--- src/rtl/rf_wport_if.sv ---
// rf_wport_if
//   Bundle between the two writeback requesters, the write-port arbiter and
//   the register file.
//   Requester A (ALU/result path):        a_valid, a_addr, a_data -> ; <- a_ready
//   Requester B (load/multi-cycle path):  b_valid, b_addr, b_data -> ; <- b_ready
//   Register-file side (all registered):  rf_we, rf_waddr, rf_wdata, wsel
//   Status:                               busy (either buffer holds a write)
//   master: the requester/register-file side; slave: the arbiter.
interface rf_wport_if #(
  parameter int unsigned AW = 5,
  parameter int unsigned DW = 32
);
  logic          a_valid;
  logic          a_ready;
  logic [AW-1:0] a_addr;
  logic [DW-1:0] a_data;
  logic          b_valid;
  logic          b_ready;
  logic [AW-1:0] b_addr;
  logic [DW-1:0] b_data;
  logic          rf_we;
  logic [AW-1:0] rf_waddr;
  logic [DW-1:0] rf_wdata;
  logic          wsel;
  logic          busy;

  modport master (
    output a_valid, a_addr, a_data,
    output b_valid, b_addr, b_data,
    input  a_ready, b_ready,
    input  rf_we, rf_waddr, rf_wdata, wsel, busy
  );

  modport slave (
    input  a_valid, a_addr, a_data,
    input  b_valid, b_addr, b_data,
    output a_ready, b_ready,
    output rf_we, rf_waddr, rf_wdata, wsel, busy
  );
endinterface

--- src/rtl/rf_wport_arbiter.sv ---
// rf_wport_arbiter
//   Shares the single register-file write port between requester A
//   (ALU/result) and requester B (load/multi-cycle). Each requester has a
//   one-entry buffer; buffered writes are issued round-robin onto registered
//   rf_we/rf_waddr/rf_wdata, with wsel steering the datapath address mux
//   (0 = A path, 1 = B path).
// Ports:
//   clk    - system clock, all state on the rising edge
//   rst_n  - synchronous active-low reset, drops all pending writes
//   wp     - rf_wport_if slave modport (handshakes, write port, busy)
module rf_wport_arbiter #(
  parameter int unsigned AW = 5,
  parameter int unsigned DW = 32
) (
  input  logic        clk,
  input  logic        rst_n,
  rf_wport_if.slave   wp
);

  typedef enum logic {
    REQ_A = 1'b0,
    REQ_B = 1'b1
  } req_e;

  // Requester buffers
  logic          full_a_q, full_a_d;
  logic [AW-1:0] addr_a_q, addr_a_d;
  logic [DW-1:0] data_a_q, data_a_d;
  logic          full_b_q, full_b_d;
  logic [AW-1:0] addr_b_q, addr_b_d;
  logic [DW-1:0] data_b_q, data_b_d;

  // Round-robin pointer: who was granted most recently
  req_e          last_q, last_d;

  // Registered write port
  logic          rf_we_q, rf_we_d;
  logic [AW-1:0] rf_waddr_q, rf_waddr_d;
  logic [DW-1:0] rf_wdata_q, rf_wdata_d;
  logic          wsel_q, wsel_d;

  logic          same_addr;
  logic          grant_a, grant_b;
  logic          ready_a, ready_b;
  logic          acc_a, acc_b;

  // Grants look only at registered buffer state so that ready never depends
  // on valid. On a same-address collision A always goes first, so B's value
  // is the one left in the register file.
  always_comb begin
    same_addr = (addr_a_q == addr_b_q);
    grant_a   = full_a_q & (~full_b_q | same_addr | (last_q == REQ_B));
    grant_b   = full_b_q & ~grant_a;
    ready_a   = ~full_a_q | grant_a;
    ready_b   = ~full_b_q | grant_b;
    acc_a     = wp.a_valid & ready_a;
    acc_b     = wp.b_valid & ready_b;
  end

  // Buffer next state: an accept refills the slot even while it drains.
  always_comb begin
    full_a_d = full_a_q;
    addr_a_d = addr_a_q;
    data_a_d = data_a_q;
    full_b_d = full_b_q;
    addr_b_d = addr_b_q;
    data_b_d = data_b_q;

    if (grant_a) full_a_d = 1'b0;
    if (acc_a) begin
      full_a_d = 1'b1;
      addr_a_d = wp.a_addr;
      data_a_d = wp.a_data;
    end

    if (grant_b) full_b_d = 1'b0;
    if (acc_b) begin
      full_b_d = 1'b1;
      addr_b_d = wp.b_addr;
      data_b_d = wp.b_data;
    end
  end

  // Issue: a write to register 0 uses its slot but never raises rf_we.
  always_comb begin
    last_d     = last_q;
    rf_we_d    = 1'b0;
    rf_waddr_d = rf_waddr_q;
    rf_wdata_d = rf_wdata_q;
    wsel_d     = wsel_q;

    if (grant_a) begin
      last_d     = REQ_A;
      rf_we_d    = (addr_a_q != '0);
      rf_waddr_d = addr_a_q;
      rf_wdata_d = data_a_q;
      wsel_d     = 1'b0;
    end else if (grant_b) begin
      last_d     = REQ_B;
      rf_we_d    = (addr_b_q != '0);
      rf_waddr_d = addr_b_q;
      rf_wdata_d = data_b_q;
      wsel_d     = 1'b1;
    end
  end

  always_ff @(posedge clk) begin
    if (!rst_n) begin
      full_a_q   <= 1'b0;
      addr_a_q   <= '0;
      data_a_q   <= '0;
      full_b_q   <= 1'b0;
      addr_b_q   <= '0;
      data_b_q   <= '0;
      last_q     <= REQ_B;
      rf_we_q    <= 1'b0;
      rf_waddr_q <= '0;
      rf_wdata_q <= '0;
      wsel_q     <= 1'b0;
    end else begin
      full_a_q   <= full_a_d;
      addr_a_q   <= addr_a_d;
      data_a_q   <= data_a_d;
      full_b_q   <= full_b_d;
      addr_b_q   <= addr_b_d;
      data_b_q   <= data_b_d;
      last_q     <= last_d;
      rf_we_q    <= rf_we_d;
      rf_waddr_q <= rf_waddr_d;
      rf_wdata_q <= rf_wdata_d;
      wsel_q     <= wsel_d;
    end
  end

  assign wp.a_ready  = ready_a;
  assign wp.b_ready  = ready_b;
  assign wp.rf_we    = rf_we_q;
  assign wp.rf_waddr = rf_waddr_q;
  assign wp.rf_wdata = rf_wdata_q;
  assign wp.wsel     = wsel_q;
  assign wp.busy     = full_a_q | full_b_q;

endmodule
--- src/flat_wrapper.sv ---
// flat-port wrapper written by rule: the top's interface ports become plain ports
module rf_wport_arbiter_flat 
#(
  parameter int unsigned AW = 5,
  parameter int unsigned DW = 32
)
  (clk, rst_n, wp_a_valid, wp_a_addr, wp_a_data, wp_b_valid, wp_b_addr, wp_b_data, wp_a_ready, wp_b_ready, wp_rf_we, wp_rf_waddr, wp_rf_wdata, wp_wsel, wp_busy);
  rf_wport_if #(.AW(AW), .DW(DW)) wp_i ();
  input  logic clk;
  input  logic rst_n;
  input wire logic [$bits(wp_i.a_valid)-1:0] wp_a_valid;
  input wire logic [$bits(wp_i.a_addr)-1:0] wp_a_addr;
  input wire logic [$bits(wp_i.a_data)-1:0] wp_a_data;
  input wire logic [$bits(wp_i.b_valid)-1:0] wp_b_valid;
  input wire logic [$bits(wp_i.b_addr)-1:0] wp_b_addr;
  input wire logic [$bits(wp_i.b_data)-1:0] wp_b_data;
  output wire logic [$bits(wp_i.a_ready)-1:0] wp_a_ready;
  output wire logic [$bits(wp_i.b_ready)-1:0] wp_b_ready;
  output wire logic [$bits(wp_i.rf_we)-1:0] wp_rf_we;
  output wire logic [$bits(wp_i.rf_waddr)-1:0] wp_rf_waddr;
  output wire logic [$bits(wp_i.rf_wdata)-1:0] wp_rf_wdata;
  output wire logic [$bits(wp_i.wsel)-1:0] wp_wsel;
  output wire logic [$bits(wp_i.busy)-1:0] wp_busy;
  assign wp_i.a_valid = wp_a_valid;
  assign wp_i.a_addr = wp_a_addr;
  assign wp_i.a_data = wp_a_data;
  assign wp_i.b_valid = wp_b_valid;
  assign wp_i.b_addr = wp_b_addr;
  assign wp_i.b_data = wp_b_data;
  assign wp_a_ready = wp_i.a_ready;
  assign wp_b_ready = wp_i.b_ready;
  assign wp_rf_we = wp_i.rf_we;
  assign wp_rf_waddr = wp_i.rf_waddr;
  assign wp_rf_wdata = wp_i.rf_wdata;
  assign wp_wsel = wp_i.wsel;
  assign wp_busy = wp_i.busy;
  rf_wport_arbiter #(.AW(AW), .DW(DW)) u_core (.clk(clk), .rst_n(rst_n), .wp(wp_i));
endmodule
--- config.mk ---
export PLATFORM = sky130hd
export DESIGN_NAME = rf_wport_arbiter_flat
export DESIGN_NICKNAME = d
export VERILOG_FILES = /design/src/rtl/rf_wport_if.sv /design/src/rtl/rf_wport_arbiter.sv /design/src/flat_wrapper.sv
export SDC_FILE = /design/constraint.sdc
export NUM_CORES = 1
export LEC_CHECK = 0
export ABC_AREA = 1
export BUFFER_PORTS_ARGS = -buffer_cell sky130_fd_sc_hd__buf_2
export CORE_MARGIN = 2
export CORE_UTILIZATION = 37
export CTS_CLUSTER_SIZE = 8
export DETAILED_ROUTE_END_ITERATION = 12
export PLACE_DENSITY = 0.65
export SLEW_MARGIN = 20
export SYNTH_ARGS = -nofsm -noshare
export SYNTH_HDL_FRONTEND = slang
export SYNTH_SLANG_ARGS = --single-unit
--- constraint.sdc ---
create_clock -name clk -period 1.6 [get_ports clk]
set_input_delay 0.24 -clock clk [delete_from_list [all_inputs] [get_ports clk]]
set_output_delay 0.24 -clock clk [all_outputs]
set_load 0.03 [all_outputs]
==> impl_metrics.py, run 1 <==
metrics = {
    "global_route": {
        "grt_pass1_wl_um": 22600,
        "overflow": 0,
        "antenna_found_initial": 0,
        "grt.total_usage_pct": 19.31,
        "grt_pass1_vias": 4520,
        "grt_max_degree": 78,
    },
    "worst_hold_path": {
        "hold_start": "rst_n",
        "holdPathEnd": "u_core.last_q$_SDFFE_PN1P_",
        "hp-class": "primary input to flip-flop",
        "worstHoldPathCells": 2,
    },
    "critical_path": {
        "cp_max_fo": 4,
        "end_kind": "output port",
        "worstSetupStartpointType": "flip-flop",
        "critical_path.max_stage_delay_ps": 360,
        "crit_buf_inv": 2,
        "r2r-end": "u_core.addr_b_q[0]$_SDFFE_PN0P_",
        "crit_type": "flip-flop to output port",
        "crit_chain": "nand2_1, inv_1, nor2_2, nor2_2, nand3_4, nand2_4, nand3_4, buf_6",
        "required_ps": 1360,
        "crit_path_top_delay_cell": "dfxtp_2",
        "r2r_start": "u_core.addr_a_q[0]$_SDFFE_PN0P_",
        "r2r_cells": 12,
        "reg2reg_slack_ps": -140,
        "path_delay_family": "simple AND/OR/NAND/NOR gates",
        "critPathArrivalTime_ps": 1530,
    },
    "synth": {
        "synthAdderAreaFrac_pct": 0,
        "synthXorXnorAreaFrac_pct": 0.1723,
        "ys_warn_count": 0,
        "syn_avg_cell_area_um2": 6.842,
        "ys_seq_area_share_pct": 45.68,
        "synth_compound_area_share_pct": 11.67,
        "muxShareOfSynthArea_pct": 0,
        "syn_inst": 743,
        "synth_area_mm2": 0.005084,
        "yosysUniqueCellTypes": 18,
        "synth_simple_gate_area_share_pct": 30.72,
        "synth-seq-cells": 116,
        "synth.net_count": 821,
        "synth_top_family_by_area": "simple AND/OR/NAND/NOR gates",
    },
    "routing": {
        "drc": 0,
        "ant_nets": 0,
        "via_count": 5104,
        "drt-vias-per-instance": 4.811,
        "first_pass_iters": 5,
        "detail_route.wl_per_cell_um": 14.57,
        "first_iter_violations": 502,
        "drt-total-wl_um": 15460,
    },
    "power_and_ir_drop": {
        "ir_worst_vdd_mv": 0.7537,
        "leakage_nw": 3.390,
        "p_per_area_mw_per_mm2": 1088,
        "total_power_mw": 7.775,
    },
    "sta": {
        "max_freq_mhz": 565.8,
        "finalSetupViolations": 78,
        "post-route-min-period_ps": 1767,
        "finClkSkew_ps": 9.306,
        "drv_slew": 0,
        "setup_ws_ps": -167.3,
        "slew_headroom_pct": 72.93,
        "tightest_slew_ps": 406.0,
        "finalCritPeriodShare_pct": 110.5,
        "rsz0062_at_grt": "yes",
        "hold_viol_final": 0,
    },
    "clocking": {
        "cts_made_buffers": 17,
        "cts_buffer_depth": 2,
        "cts_sinks": 116,
        "hold_buffers": 0,
        "clock_latency_ps": 410,
        "root_buffer": "clkbuf_16",
        "cts_tree": "built",
        "clk_pin_slew_worst_paths_ps": 50,
        "cts-htree-levels": 4,
    },
    "place": {
        "dp_hpwl_um": 9230,
        "place_area_mm2": 0.005966,
        "port_buffers": 119,
        "placed_cells": 1010,
        "gp_congestion": 0.7823,
    },
    "floorplanning": {
        "die_h_um": 121.2,
        "fp.dieW_um": 121.2,
        "start_util_pct": 38.09,
        "boundaryPins": 120,
        "die_area_mm2": 0.01469,
        "core_mm2": 0.01335,
        "row_count": 42,
    },
    "finish": {
        "final_util_pct": 53.52,
        "drive_gt1_share_pct": 29.38,
        "nNetsFinal": 954,
        "fin_cells": 1061,
        "n_antenna_cell": 0,
        "area_growth_pct": 40.51,
        "fin_area_mm2": 0.007143,
        "fill_cells": 1318,
    },
    "outcome": {
        "outcome": "finished with violations",
        "violations": "setup timing",
    },
    "job": {
        "cap_violations": 0,
    },
}
==> through the flow <==
| step | hold slack [ps] | TNS (ps) | worst slack, ps |
|---|---|---|---|
| floorplan | 404.4 | 0 | 52.20 |
| global placement | 451.2 | -507.4 | -24.39 |
| detailed placement | 454.4 | -1770 | -66.88 |
| CTS | 28.39 | -373.0 | -137.6 |
| global route | 32.23 | -12660 | -209.4 |
| finish | 40.95 | -8013 | -167.3 |
==> worst max path at each step <==
| stage | cells past startpoint | slack, ps | endpoint | startpoint |
|---|---|---|---|---|
| after floorplan | 11 | 50 | u_core.data_b_q[23]$_SDFFE_PN0P_ | u_core.addr_a_q[3]$_SDFFE_PN0P_ |
| after global placement | 10 | -20 | u_core.data_b_q[18]$_SDFFE_PN0P_ | u_core.addr_a_q[3]$_SDFFE_PN0P_ |
| after detailed placement | 10 | -70 | u_core.data_b_q[25]$_SDFFE_PN0P_ | u_core.addr_b_q[2]$_SDFFE_PN0P_ |
| after CTS | 8 | -140 | wp_b_ready | u_core.addr_b_q[3]$_SDFFE_PN0P_ |
| after global routing | 12 | -210 | u_core.addr_b_q[0]$_SDFFE_PN0P_ | u_core.addr_a_q[0]$_SDFFE_PN0P_ |
| final | 8 | -170 | wp_b_ready | u_core.addr_a_q[0]$_SDFFE_PN0P_ |
==> cells in the final DEF (no fill, tap or decap), drive strengths merged, types with 2 or more instances in the layout <==
master	Yosys	final
nor2	45	45
a21oi	115	115
clkinv	0	3
buf	31	168
dfxtp	116	116
o21ai	2	2
clkbuf	31	31
nand3	153	153
nand2	162	162
inv	85	85
==> registers in the layout, summed over array words and instances (netlist names), 5 cells and up <==
name and cells:
u_core.data_a_q 32, u_core.data_b_q 32, u_core.wp.rf_wdata 32, u_core.addr_a_q 5, u_core.addr_b_q 5, u_core.wp.rf_waddr 5
==> per-layer routing <==
layer | GRT usage [%] | vias to the layer above | wire length, um
li1 | - | 2638 | -
met1 | 29.28 | 2283 | 7272
met2 | 26.37 | 156 | 6868
met3 | 4.793 | 27 | 1011
met4 | 6.394 | 0 | 311
met5 | 0 | - | 0
==> final cells by class <==
| cell class | count | area, um2 | share of cell area (%) |
|---|---|---|---|
| Sequential cell | 116 | 2346 | 32.84 |
| Multi-Input combinational cell | 480 | 2360 | 33.04 |
| Clock inverter | 5 | 52.55 | 0.7357 |
| Timing Repair Buffer | 176 | 1358 | 19.01 |
| Clock buffer | 23 | 488.0 | 6.831 |
| Inverter | 85 | 319.1 | 4.467 |
| Tap cell | 176 | 220.2 | 3.083 |
==> power by group <==
part           internal (mW)  switching, mW
logic                  0.464          0.627
registers               3.07          0.121
clock network           2.25           1.24
==> cell families (layout without fill, tap and decap cells) <==
kind of cell              after synthesis  after routing
and+or+nand+nor                       361            361
xor gates and xnor gates                1              1
DFF                                   116            116
AOI/OAI and AO/OA                     118            118
buffers and inverters                 147            289
==> timing repair <==
action,4_1_cts,5_1_grt
resized for setup,24,67
setup endpoints to repair,40,118
buffers inserted,4,8
endpoints found under the hold margin,0,0
cloned,0,12
pin swaps,2,18
==> synth_stat cells <==
| master | n | share of area [%] |
|---|---|---|
| dfxtp_1 | 116 | 46 |
| o21ai_0 | 2 | 0.20 |
| buf_6 | 1 | 0.22 |
| nand3_2 | 2 | 0.39 |
| buf_4 | 6 | 0.89 |
| a21oi_1 | 115 | 11 |
| nand4_1 | 1 | 0.12 |
| inv_1 | 82 | 6.1 |
| nand2_1 | 161 | 12 |
| buf_2 | 13 | 1.3 |
| nand3_1 | 151 | 15 |
| nand2_2 | 1 | 0.12 |
| inv_2 | 3 | 0.22 |
| buf_1 | 11 | 0.81 |
| nor2_1 | 45 | 3.3 |
| o211ai_1 | 1 | 0.15 |
| clkbuf_1 | 31 | 2.3 |
| xnor2_1 | 1 | 0.17 |
(Power assumes the default switching activity.)
==> inputs of run 2 (changes only) <==
- ABC_AREA: 1 -> default
- PLACE_DENSITY: 0.65 -> 0.64
- REMOVE_ABC_BUFFERS: default -> 1
==> run 2 against run 1 <==
Effect of this change: the run still ends with setup timing left; fmax fell by 4.1%; worst hold slack improved by 45 ps; highest routed layer unchanged; worst setup slack got worse by 76 ps; sequential power barely moved; sequential share of layout area rose by 0.62 points; non-clock buffer count fell by 11; first-iteration DRC count fell by 57%; clock skew fell by 3.1 ps; combinational power rose by 10%; clock-buffer cell count fell by 5.
==> impl_metrics.py, run 2 <==
metrics = {
    "outcome": {
        "outcome": "finished with violations",
        "violations": "setup timing",
    },
    "sta": {
        "rsz0062_at_grt": "yes",
        "setup_ws_ps": -243.7,
        "tightest_slew_ps": 540.9,
        "drv_slew": 0,
        "post-route-min-period_ps": 1844,
        "finalCritPeriodShare_pct": 115.2,
        "slew_headroom_pct": 63.94,
        "max_freq_mhz": 542.4,
        "finalSetupViolations": 102,
        "finClkSkew_ps": 6.160,
        "tns_ps": -10520,
        "hold_viol_final": 0,
    },
    "finish": {
        "n_antenna_cell": 0,
        "drive_gt1_share_pct": 32.16,
        "layout_commonest_cell": "buf_2",
        "fin_area_mm2": 0.006985,
        "layout_common_cells": "116 x buf_2, 110 x mux2i_1, 108 x dfxtp_1",
        "area_growth_pct": 34.40,
        "fin_cells": 861,
        "nNetsFinal": 748,
    },
    "synth": {
        "synth_ff_type": "dfxtp_1",
        "ys_seq_area_share_pct": 44.68,
        "syn_inst": 527,
        "yosysMostFrequentCell": "dfxtp_1",
        "synth_top_area_cell": "dfxtp_1",
        "async_reset_ff_share_pct": 0,
        "yosysUniqueCellTypes": 30,
        "synth_area_leaders": "dfxtp_1 45%, mux2i_1 21%, nor2b_1 9.1%",
        "synthTopCellsByCount": "116 x dfxtp_1, 110 x mux2i_1, 76 x nor2b_1, 39 x nand3_1, 39 x nor2_1",
        "syn_avg_cell_area_um2": 9.862,
        "synth_area_mm2": 0.005197,
        "synth_edf_count": 0,
        "synth-seq-cells": 116,
        "ys_warn_count": 0,
        "synth_top_area_share_pct": 44.68,
    },
    "floorplanning": {
        "core_mm2": 0.01383,
        "die_area_mm2": 0.01501,
        "row_count": 43,
        "fp.dieW_um": 122.5,
        "die_h_um": 122.5,
        "boundaryPins": 120,
        "start_util_pct": 37.59,
    },
    "power_and_ir_drop": {
        "leakage_nw": 3.108,
        "total_power_mw": 8.318,
        "ir_worst_vdd_mv": 0.6991,
        "p_per_area_mw_per_mm2": 1191,
    },
    "place": {
        "dp_slack_ps": -173.0,
        "placed_cells": 820,
        "place_area_mm2": 0.006126,
        "port_buffers": 119,
        "dp_hpwl_um": 8871,
        "gp_congestion": 0.8329,
    },
    "routing": {
        "drt-total-wl_um": 13770,
        "ant_nets": 0,
        "drc": 0,
        "detail_route.wl_per_cell_um": 16.00,
        "first_pass_iters": 4,
        "drt-vias-per-instance": 4.958,
        "via_count": 4269,
        "first_iter_violations": 216,
    },
    "critical_path": {
        "worstSetupStartpointType": "flip-flop",
        "required_ps": 1360,
        "cp_max_fo": 2,
        "crit_type": "flip-flop to output port",
        "end_kind": "output port",
        "critPathArrivalTime_ps": 1600,
        "r2r_cells": 7,
    },
    "worst_hold_path": {
        "hp-class": "primary input to flip-flop",
        "worstHoldPathCells": 3,
    },
    "global_route": {
        "grt.total_usage_pct": 18.87,
        "grt_pass1_vias": 4258,
        "grt_pass1_wl_um": 21530,
        "overflow": 0,
        "antenna_found_initial": 0,
        "grt_max_degree": 45,
    },
    "clocking": {
        "root_buffer": "clkbuf_16",
        "cts_buffer_depth": 2,
        "clk_pin_slew_worst_paths_ps": 50,
        "cts-htree-levels": 4,
        "cts_tree": "built",
        "clock_latency_ps": 410,
        "cts_made_buffers": 17,
        "hold_buffers": 0,
        "cts_sinks": 116,
    },
    "job": {
        "cap_violations": 0,
    },
}
==> run 2: worst max-delay path, cell delays in order, from the launching register on <==
cell and delay [ps]:
dfxtp_2 330, xnor2_2 190, and3_4 230, a21oi_4 50
or2_4 250, buf_6 140
==> run 2: kinds of logic after synthesis <==
logic type / Yosys count / share of synthesized area (%)
AOI/OAI and AO/OA: 86 / 10.71
buffers and inverters: 43 / 5.296
xor gates and xnor gates: 5 / 0.8425
muxes: 111 / 21.40
and+or+nand+nor: 166 / 17.07
DFF: 116 / 44.68
==> run 2: final timing paths <==
| path | startpoint | endpoint | slack (ps) |
|---|---|---|---|
| min | wp_a_data[24] | u_core.data_a_q[24]$_SDFFE_PN0P_ | 90 |
| min reg2reg | u_core.data_a_q[16]$_SDFFE_PN0P_ | u_core.wp.rf_wdata[16]$_SDFFE_PN0P_ | 480 |
| max reg2reg | u_core.addr_a_q[4]$_SDFFE_PN0P_ | u_core.data_a_q[3]$_SDFFE_PN0P_ | -180 |
| max | u_core.addr_a_q[4]$_SDFFE_PN0P_ | wp_b_ready | -240 |
==> run 2: stage by stage <==
step                util, %  hold slack [ps]
floorplan                 -            316.2
global placement      44.30            470.6
detailed placement    44.30            475.1
CTS                   50.33            73.75
global route          50.52            85.58
finish                50.52            86.27
==> run 2: area by class of cell <==
| type | count | area (um2) |
|---|---|---|
| fill | 1237 | 6842 |
| multi-input combinational | 368 | 2696 |
| sequential | 116 | 2337 |
| timing repair buffer | 165 | 1117 |
| clock buffer | 18 | 439.2 |
| tap | 180 | 225.2 |
| clock inverter | 12 | 162.7 |
| inverter | 2 | 7.507 |
==> run 2: layer usage <==
layer	vias up	share of wire (%)	routed length (um)	track usage, %
met5	-	0	0	0
met4	0	1.6	217	7.399
met3	22	5.6	777	5.437
met2	121	48	6582	30.94
met1	2017	45	6196	23.34
li1	2109	-	-	-
==> run 2: what timing repair did <==
item                                    CTS  global route
setup buffers                             8             0
resized for setup                        28             5
gates cloned                              3             0
pin swaps                                 8             0
endpoints found under the setup margin  113           114
==> run 2: where the power goes <==
part | leakage, nW | internal [mW] | switching [mW] | total (mW)
Combinational | 1.85 | 0.589 | 0.614 | 1.20
Clock | 0.301 | 2.60 | 1.30 | 3.90
Sequential | 0.957 | 3.08 | 0.128 | 3.21
